## src/rtl/sal_cmd_pkg.sv

```systemverilog
// Shared command-generator types: command enum, DDR2 pin encodings, burst descriptor.
// Descriptor fields are sized by SAL_ID_W / SAL_LEN_W; wider module parameters are truncated.
package sal_cmd_pkg;

   typedef enum logic [2:0] {
      CMD_NOP,
      CMD_ACT,
      CMD_RD,
      CMD_WR,
      CMD_PRE,
      CMD_REF
   } cmd_e;

   // {cs_n, ras_n, cas_n, we_n}
   localparam logic [3:0] PINS_NOP = 4'b0111;
   localparam logic [3:0] PINS_ACT = 4'b0011;
   localparam logic [3:0] PINS_RD  = 4'b0101;
   localparam logic [3:0] PINS_WR  = 4'b0100;
   localparam logic [3:0] PINS_PRE = 4'b0010;
   localparam logic [3:0] PINS_REF = 4'b0001;

   localparam int SAL_ID_W  = 4;
   localparam int SAL_LEN_W = 4;

   typedef struct packed {
      logic [SAL_ID_W-1:0]  id;
      logic [SAL_LEN_W-1:0] len;
   } burst_desc_t;

   function automatic logic [3:0] cmd_pins(input cmd_e c);
      case (c)
         CMD_ACT: return PINS_ACT;
         CMD_RD:  return PINS_RD;
         CMD_WR:  return PINS_WR;
         CMD_PRE: return PINS_PRE;
         CMD_REF: return PINS_REF;
         default: return PINS_NOP;
      endcase
   endfunction

endpackage

```

## src/rtl/sal_burst_engine.sv

```systemverilog
// Latency pipeline plus beat counter for one data direction.
// A start drops a descriptor into slot lat_i; slot 0 launches the burst one cycle later.
module sal_burst_engine
   import sal_cmd_pkg::*;
#(
   parameter int ID_W  = 4,
   parameter int LEN_W = 4,
   parameter int LAT_W = 4
) (
   input  logic             clk,
   input  logic             rst_n,
   input  logic             start_i,
   input  logic [ID_W-1:0]  id_i,
   input  logic [LEN_W-1:0] len_i,
   input  logic [LAT_W-1:0] lat_i,
   output logic             data_en_o,
   output logic             last_o,
   output logic [ID_W-1:0]  id_o,
   output logic             pipe_busy_o,
   output logic             overlap_o
);

   localparam int DEPTH = 1 << LAT_W;

   logic [DEPTH-1:0] vld_q, vld_d;
   burst_desc_t      slot_q [DEPTH];
   burst_desc_t      new_desc;
   burst_desc_t      head;
   logic             launch;

   logic             act_q, act_d;
   logic [LEN_W-1:0] cnt_q, cnt_d;
   logic [ID_W-1:0]  id_q, id_d;

   assign new_desc.id  = SAL_ID_W'(id_i);
   assign new_desc.len = SAL_LEN_W'(len_i);

   always_comb begin
      vld_d = vld_q >> 1;
      if (start_i) vld_d[lat_i] = 1'b1;
   end

   always_ff @(posedge clk or negedge rst_n) begin
      if (!rst_n) vld_q <= '0;
      else        vld_q <= vld_d;
   end

   // Descriptor payload needs no reset: only valid bits qualify it.
   always_ff @(posedge clk) begin
      for (int i = 0; i < DEPTH - 1; i++) slot_q[i] <= slot_q[i+1];
      if (start_i) slot_q[lat_i] <= new_desc;
   end

   assign head   = slot_q[0];
   assign launch = vld_q[0];

   always_comb begin
      act_d = act_q;
      cnt_d = cnt_q;
      id_d  = id_q;
      if (launch) begin
         act_d = 1'b1;
         cnt_d = LEN_W'(head.len);
         id_d  = ID_W'(head.id);
      end else if (act_q) begin
         if (cnt_q == '0) act_d = 1'b0;
         else             cnt_d = cnt_q - 1'b1;
      end
   end

   always_ff @(posedge clk or negedge rst_n) begin
      if (!rst_n) begin
         act_q <= 1'b0;
         cnt_q <= '0;
         id_q  <= '0;
      end else begin
         act_q <= act_d;
         cnt_q <= cnt_d;
         id_q  <= id_d;
      end
   end

   assign data_en_o   = act_q;
   assign last_o      = act_q && (cnt_q == '0);
   assign id_o        = id_q;
   assign pipe_busy_o = |vld_q;
   // Launch on the final beat of the old burst is a legal back-to-back, not an overlap.
   assign overlap_o   = launch && act_q && (cnt_q != '0);

endmodule

```

## src/rtl/sal_cmd_gen.sv

```systemverilog
// DDR2 command generator: grant arbitration, registered command pins, read/write burst timing.
// Optional SAL_CMD_GEN_ODT_EN drives dram_odt around write bursts; otherwise dram_odt is 0.
module sal_cmd_gen
   import sal_cmd_pkg::*;
#(
   parameter int BA_W   = 2,
   parameter int ADDR_W = 14,
   parameter int CA_W   = 10,
   parameter int ID_W   = 4,
   parameter int LEN_W  = 4,
   parameter int LAT_W  = 4
) (
   input  logic              clk,
   input  logic              rst_n,
   input  logic              act_gnt,
   input  logic              rd_gnt,
   input  logic              wr_gnt,
   input  logic              pre_gnt,
   input  logic              ref_gnt,
   input  logic [BA_W-1:0]   ba,
   input  logic [ADDR_W-1:0] ra,
   input  logic [CA_W-1:0]   ca,
   input  logic [ID_W-1:0]   id,
   input  logic [LEN_W-1:0]  len,
   input  logic [LAT_W-1:0]  rl_m1,
   input  logic [LAT_W-1:0]  wl_m1,
   output logic              dram_cs_n,
   output logic              dram_ras_n,
   output logic              dram_cas_n,
   output logic              dram_we_n,
   output logic [BA_W-1:0]   dram_ba,
   output logic [ADDR_W-1:0] dram_addr,
   output logic              dram_odt,
   output logic              wr_data_en,
   output logic              wr_last,
   output logic [ID_W-1:0]   wr_id,
   output logic              rd_data_en,
   output logic              rd_last,
   output logic [ID_W-1:0]   rd_id,
   output logic              busy,
   output logic              err_multi_gnt,
   output logic              err_overlap
);

   cmd_e              cmd_sel;
   logic              multi_gnt;
   logic [3:0]        pins_q, pins_d;
   logic [BA_W-1:0]   ba_q, ba_d;
   logic [ADDR_W-1:0] addr_q, addr_d;
   logic              err_multi_q, err_multi_d;
   logic              err_ovl_q, err_ovl_d;
   logic              rd_start, wr_start;
   logic              rd_pipe_busy, wr_pipe_busy;
   logic              rd_ovl, wr_ovl;

   always_comb begin
      cmd_sel = CMD_NOP;
      if      (act_gnt) cmd_sel = CMD_ACT;
      else if (rd_gnt)  cmd_sel = CMD_RD;
      else if (wr_gnt)  cmd_sel = CMD_WR;
      else if (pre_gnt) cmd_sel = CMD_PRE;
      else if (ref_gnt) cmd_sel = CMD_REF;
   end

   assign multi_gnt = ($countones({act_gnt, rd_gnt, wr_gnt, pre_gnt, ref_gnt}) > 1);
   assign rd_start  = (cmd_sel == CMD_RD);
   assign wr_start  = (cmd_sel == CMD_WR);

   // Column commands keep A10 low (no auto-precharge); column bits sit below A10.
   always_comb begin
      pins_d      = cmd_pins(cmd_sel);
      ba_d        = '0;
      addr_d      = '0;
      err_multi_d = err_multi_q | multi_gnt;
      err_ovl_d   = err_ovl_q | rd_ovl | wr_ovl;
      case (cmd_sel)
         CMD_ACT: begin
            ba_d   = ba;
            addr_d = ra;
         end
         CMD_RD, CMD_WR: begin
            ba_d   = ba;
            addr_d = ADDR_W'(ca);
         end
         CMD_PRE: ba_d = ba;
         default: ;
      endcase
   end

   always_ff @(posedge clk or negedge rst_n) begin
      if (!rst_n) begin
         pins_q      <= PINS_NOP;
         ba_q        <= '0;
         addr_q      <= '0;
         err_multi_q <= 1'b0;
         err_ovl_q   <= 1'b0;
      end else begin
         pins_q      <= pins_d;
         ba_q        <= ba_d;
         addr_q      <= addr_d;
         err_multi_q <= err_multi_d;
         err_ovl_q   <= err_ovl_d;
      end
   end

   assign {dram_cs_n, dram_ras_n, dram_cas_n, dram_we_n} = pins_q;
   assign dram_ba       = ba_q;
   assign dram_addr     = addr_q;
   assign err_multi_gnt = err_multi_q;
   assign err_overlap   = err_ovl_q;

   sal_burst_engine #(.ID_W(ID_W), .LEN_W(LEN_W), .LAT_W(LAT_W)) u_rd_eng (
      .clk         (clk),
      .rst_n       (rst_n),
      .start_i     (rd_start),
      .id_i        (id),
      .len_i       (len),
      .lat_i       (rl_m1),
      .data_en_o   (rd_data_en),
      .last_o      (rd_last),
      .id_o        (rd_id),
      .pipe_busy_o (rd_pipe_busy),
      .overlap_o   (rd_ovl)
   );

   sal_burst_engine #(.ID_W(ID_W), .LEN_W(LEN_W), .LAT_W(LAT_W)) u_wr_eng (
      .clk         (clk),
      .rst_n       (rst_n),
      .start_i     (wr_start),
      .id_i        (id),
      .len_i       (len),
      .lat_i       (wl_m1),
      .data_en_o   (wr_data_en),
      .last_o      (wr_last),
      .id_o        (wr_id),
      .pipe_busy_o (wr_pipe_busy),
      .overlap_o   (wr_ovl)
   );

   assign busy = rd_pipe_busy | wr_pipe_busy | rd_data_en | wr_data_en;

`ifdef SAL_CMD_GEN_ODT_EN
   // Registered window: WR pin cycle through one cycle past the final write beat.
   logic odt_q, odt_d;
   assign odt_d = wr_start | wr_pipe_busy | wr_data_en;
   always_ff @(posedge clk or negedge rst_n) begin
      if (!rst_n) odt_q <= 1'b0;
      else        odt_q <= odt_d;
   end
   assign dram_odt = odt_q;
`else
   assign dram_odt = 1'b0;
`endif

endmodule

```

## config.mk

```make
export PLATFORM = sky130hd
export DESIGN_NAME = sal_cmd_gen
export DESIGN_NICKNAME = d
export VERILOG_FILES = /design/src/rtl/sal_cmd_pkg.sv /design/src/rtl/sal_burst_engine.sv /design/src/rtl/sal_cmd_gen.sv
export SDC_FILE = /design/constraint.sdc
export NUM_CORES = 1
export LEC_CHECK = 0
export ABC_AREA = 1
export CORE_AREA = 4 4 145 147
export DETAILED_ROUTE_END_ITERATION = 7
export DIE_AREA = 0 0 149 151
export PLACE_DENSITY_LB_ADDON = 0.12
export SLEW_MARGIN = 10
export SYNTH_ARGS = -nofsm -noshare
export SYNTH_HDL_FRONTEND = slang
export SYNTH_HIERARCHICAL = 1
export SYNTH_SLANG_ARGS = --single-unit
```

## constraint.sdc

```tcl
create_clock -name clk -period 1.9 [get_ports clk]
set_input_delay 0.38 -clock clk [delete_from_list [all_inputs] [get_ports clk]]
set_output_delay 0.38 -clock clk [all_outputs]
set_load 0.05 [all_outputs]
```

Yosys cells after proc, flatten, opt, wreduce, memory -nomap -nowiden. Memory sizes are Yosys's and may differ from the RTL's. Index checks and enable logic that the tools add are counted.

Add/subtract/negate cells: 6. Equal/unequal tests: 7. Bitwise gates (word level): 8. Reduce and logical (&&, ||, !) cells: 20. Mux-type cells: 30. Order comparisons: 5.

Operator list (number): two-way mux 16 bit (2); bitwise OR 15 x 16 -> 16 bit (2); OR reduction 16 bit (2); case mux 14 bit (2 select lines) (1); two-way mux 4 bit (6); two-way mux 3 bit (5); case mux 3 bit (5 select lines) (1); two-way mux 1 bit (12); < comparator 4 x 5 -> 1 bit (second input constant) (2); demux 1 bit (select 4 bit) (2); >= comparator 4 x 1 -> 1 bit (second input constant) (2); logical AND 1 bit (8); zero test 4 bit (2); nonzero test 4 bit (2); subtractor 4 x 1 -> 4 bit (second input constant) (2); equality test 3 x 2 -> 1 bit (second input constant) (2); equality test 3 bit (second input constant) (2); bitwise OR 1 bit (6); adder 1 x 1 -> 2 bit (2); adder 3 x 1 -> 4 bit (1); greater-than comparator 4 x 1 -> 1 bit (second input constant) (1); != test 2 x 1 -> 1 bit (second input constant) (2); AND reduction 2 bit (2); nonzero test 2 bit (2); 5 further kinds (5).

Input port bits: 49. Word-level logic and storage cells: 91. Output and inout bits: 36. Memory bits (writable): 256. Bits in registers: 72. Memories kept: 2.

Memories: u_rd_eng.slot_q (words 16, width 8, read ports 16, clocked after Yosys merged registers in 0, wr ports 16, line sal_burst_engine.sv:26) `burst_desc_t slot_q [DEPTH];`; u_wr_eng.slot_q (words 16, width 8, read ports 16, clocked after Yosys merged registers in 0, wr ports 16, line sal_burst_engine.sv:26).

Depth between registers and ports, before layout.
Word-level depth: 8. Gate-level depth with buffers: 10.

By module. Netlist, hierarchy kept.

Modules (own cells, without submodules): sal_burst_engine at u_wr_eng (times used 1, area each 5088.6 µm², cells each 572, seq. area each 3268.1 µm²); sal_burst_engine at u_rd_eng (times used 1, area each 5078.6 µm², cells each 573, seq. area each 3268.1 µm²); sal_cmd_gen (times used 1, area each 938.4 µm², cells each 93, seq. area each 529.3 µm²).

Least setup slack after synthesis. OpenSTA, ideal clock, no wires.

Path kind: input to register. Start: input act_gnt. End: memory u_wr_eng/slot_q[15][0] in the netlist's numbering, enable pin. Data arrival time: 1.603 ns. Buffers on the path: 3. Library setup time: 0.373 ns. Cell stages on the path: 6. Path slack: -0.076 ns. Data required time: 1.527 ns. Cells stage by stage: buf_6 -> buf_2 -> nor3_1 -> nand2_1 -> clkbuf_1 -> nor2_1.

RTL lines: from (decl) (line sal_cmd_gen.sv:15) `input logic act_gnt,`; to (decl) (line sal_burst_engine.sv:26).

Worst setup path in the final report.
Start: register u_wr_eng.vld_q[5]. End: output busy.

Longest elaborated chain between the ends: 4.

RTL lines: from (decl) (line sal_burst_engine.sv:25) `logic [DEPTH-1:0] vld_q, vld_d;`; from (signal assigned) (line sal_burst_engine.sv:45) `else vld_q <= vld_d;`; OR reduction 16 bit (line sal_burst_engine.sv:86) `assign pipe_busy_o = |vld_q;`; via wr_pipe_busy (line sal_cmd_gen.sv:53) `logic rd_pipe_busy, wr_pipe_busy;`; bitwise OR 1 bit (3 in series) (line sal_cmd_gen.sv:140) `assign busy = rd_pipe_busy | wr_pipe_busy | rd_data_en | wr_data_en;`; to (decl) (line sal_cmd_gen.sv:40) `output logic busy,`.

The timed path passes the listed nets, and every way through them passes these cells.

==> impl_results.md <==
* Status: finished, violations left
* Failing checks: setup timing
* Hpwl dp at 16.0 mm
* Die height at 151 um
* DRC Markers at 0
* GRT Util Overall at 20.8%
* Tcrit/Tclk final at 112%
* Fraction of layout cells with a size suffix above 1 at 14.7%
* Sequential element share of the synthesized area at 63.6%
* Fin. max-slew vios at 0
* Finished Core Util at 69.8%
* Placement Rows at 52
* Setup ws final at -0.229 ns
* Clk pwr share at 38.6%
* Part of the power in registers at 46.2%
* P_sw at 4.35 mW
* Final nets at 1442
* Synth area leaders: dfxtp_1 (43%), dfrtp_1 (15%), nand2_1 (14%)
* Max Cap Viol at 0
* Synthesis warning total at 6
* Static Leak at 6.79 nW
* Die area at 0.0225 mm2
* Clock buffer count from CTS at 31
* Clock transition at path regs at 0.06 ns
* Int Power at 12.2 mW
* Crit path from: u_wr_eng/vld_q[5]$_DFF_PN0_
* Antenna Cells at 0
* Fmax at 470 MHz
* Yosys reg bits at 327
* Vias/cell at 4.92
* Hold Crit Class: in -> async
* Worst-Skew Late Latency at 0.55 ns
* Critical-path cell list: inv_2, nand4_1, nor2_1, nand2_1, nor2_2, nand2_1, buf_6
* Crit-path max cell delay at 0.37 ns
* Final Critical Period at 2.13 ns
* Global route total overflow at 0
* Critical Path AT at 1.75 ns
* Layout Cells excl Fill at 1684
* Post-layout instance area at 0.0139 mm2
* Syn_area_per_cell at 8.97 um2
* Power Total at 16.6 mW
* Critical path launch point type: flip-flop
* Largest net degree at the start of global routing at 39
* Crit path kind: reg -> out
* Critical Path RT at 1.52 ns
* Most used cell, CP: nand2_1
* DR vias at 8279
* Most frequent cells in the layout: nand2_1 (408), o21ai_0 (244), dfxtp_1 (240), buf_4 (96), inv_1 (87)
* Power Density at 1190 mW/mm2
* Sw frac at 26.2%
* CP top delay family: simple AND/OR/NAND/NOR gates
* Post-synth top area cell: dfxtp_1
* Synthesized instance count at 1238
* RSZ-0062 raised after global routing: true
* Worst path bufs/invs at 2
* Filler instances at 1567
* Starting Density at 55.8%
* Worst setup EP type: output port
* DP Cell Count at 1614
* CTS H-tree lvls at 1
* CTS Buffer Depth at 3
* Width of the die at 149 um
* DR pass1 iterations at 5
* Vias in the first global route at 7573
* Top cell type's share of synthesized area at 43.3%
* Final setup viols at 1
* Worst VDD drop at 1.06 mV
* Most common cell after layout, fill and taps aside: nand2_1
* Area growth syn-to-layout at 25.1%
* First-pass GRT wire length at 38.2 mm
* Syn Std Cell Area at 0.0111 mm2
* Combinational share of power at 15.1%
* Critical path peak fanout at 2
* Root Buffer: clkbuf_16
* Final WL at 23.5 mm
* CP max-delay cell: dfrtp_1
* CTS sink count at 327
* TritonCTS clock tree: done
* Setup Skew at 0.0145 ns
* Final ANT Viol Nets at 0
* Initial DRC Count at 543
* Critical R2R Launch: u_rd_eng/cnt_q[0]$_DFFE_PN0P_
* Drt wl/cell at 14.0 um
* Initial antenna violation count at 0
* Final Hold Fails at 0
* Port Buffer Count at 82
* RePlAce Congestion at 0.815
* Cell variety after synth at 31
* I/O Pins at 85
* DP Area at 0.0127 mm2
* Core area at 0.0199 mm2
==> layer usage <==
layer  vias to the layer above  GRT usage [%]  part of all wire, %
met5                         -              0                    0
met4                         0           4.30                  1.2
met3                        23           3.23                  6.0
met2                       235           35.0                   46
met1                      3774           28.9                   46
li1                       4247              -                    -
==> timing repair <==
action                                 in CTS  in global routing
cloned                                      0                  0
pin swaps                                   8                  4
setup endpoints to repair                  23                  3
hold buffers                                1                  0
endpoints found under the hold margin      33                  0
setup buffers                               7                  4
resized for setup                          41                  4
==> kinds of logic (layout without fill, tap and decap cells) <==
| group | after synthesis | in the layout | share of synthesized area, % |
|---|---|---|---|
| AOI/OAI and AO/OA | 263 | 263 | 12.3 |
| DFF | 327 | 327 | 63.6 |
| other | 1 | 2 | 0.0338 |
| buffers and inverters | 155 | 330 | 6.11 |
| adders and majority gates | 4 | 4 | 0.518 |
| and+or+nand+nor | 488 | 488 | 17.4 |
==> worst reg2reg max path, delay by kind of cell (launching register included) <==
kind	cells	cell delay, ns
buffers and inverters	3	0.34
flip-flops	1	0.39
adder cells (fa/ha/maj)	1	0.16
AND/OR/NAND/NOR	4	0.55
==> Yosys cell counts <==
cell      instances
o21ai_0         244
or3_1             1
dfxtp_1         240
nor2_4            1
o21ai_1           7
buf_12            1
buf_4             3
dfrtp_1          68
ha_1              3
nand3_1          24
o21ai_2           9
buf_6             7
a21oi_1           1
nor3_1            1
nand4_1          10
edfxtp_1         16
o21ai_4           1
nand2_2           4
fa_1              1
nor2_1           27
conb_1            1
nand2_1         410
buf_2            11
clkbuf_1         36
dfstp_2           3
inv_2             2
nor2_2            7
inv_1            94
nand3b_1          3
o211ai_1          1
inv_4             1
==> registers in the layout, summed over array words and instances (netlist names), 2 cells and up <==
register         flops
u_wr_eng/slot_q    128
u_rd_eng/cnt_q       4
u_rd_eng/id_o        4
dram_addr           14
dram_ba              2
u_wr_eng/vld_q      16
u_wr_eng/cnt_q       4
u_wr_eng/id_o        4
u_rd_eng/vld_q      16
u_rd_eng/slot_q    128
pins_q               3
==> final timing paths <==
check | to | slack, ns | cells past startpoint
max reg2reg | err_overlap$_DFF_PN0_ | 0.35 | 8
max | busy | -0.23 | 7
min reg2reg | u_wr_eng/id_o[0]$_DFFE_PN0P_ | 0.42 | 2
min in group clk | dram_addr[13]$_DFF_PN0_ | 0.36 | 3
min | dram_addr[3]$_DFF_PN0_ | 0.33 | 2
max in group asynchronous | pins_q[2]$_DFF_PN1_ | 0.92 | 3
==> power groups by stage <==
stage | logic [mW] | registers, mW | clock network, mW
finish | 2.51 | 7.67 | 6.40
global route | 2.76 | 7.71 | 6.83
CTS | 2.41 | 7.65 | 6.54
detailed placement | 2.16 | 7.80 | 0
global placement | 2.09 | 7.78 | 0
floorplan | 1.02 | 8.11 | 0
==> through the flow <==
step                TNS (ns)  hold WS, ns  worst slack, ns
floorplan                  0       0.0844           0.0603
global placement      -54.79        0.362           -0.333
detailed placement    -64.24        0.362           -0.345
CTS                   -0.251        0.320           -0.225
global route          -0.357        0.350           -0.310
finish                -0.229        0.334           -0.229
==> cell type report <==
type,count,area (um2),area share (%)
clock buffer,39,911,6.56
clock inverter,19,186,1.34
inverter,97,367,2.64
multi-input combinational,757,3440,24.8
sequential,327,7070,50.8
tap,270,338,2.43
timing repair buffer,175,1590,11.4
Power figures use the tool's default switching activity.
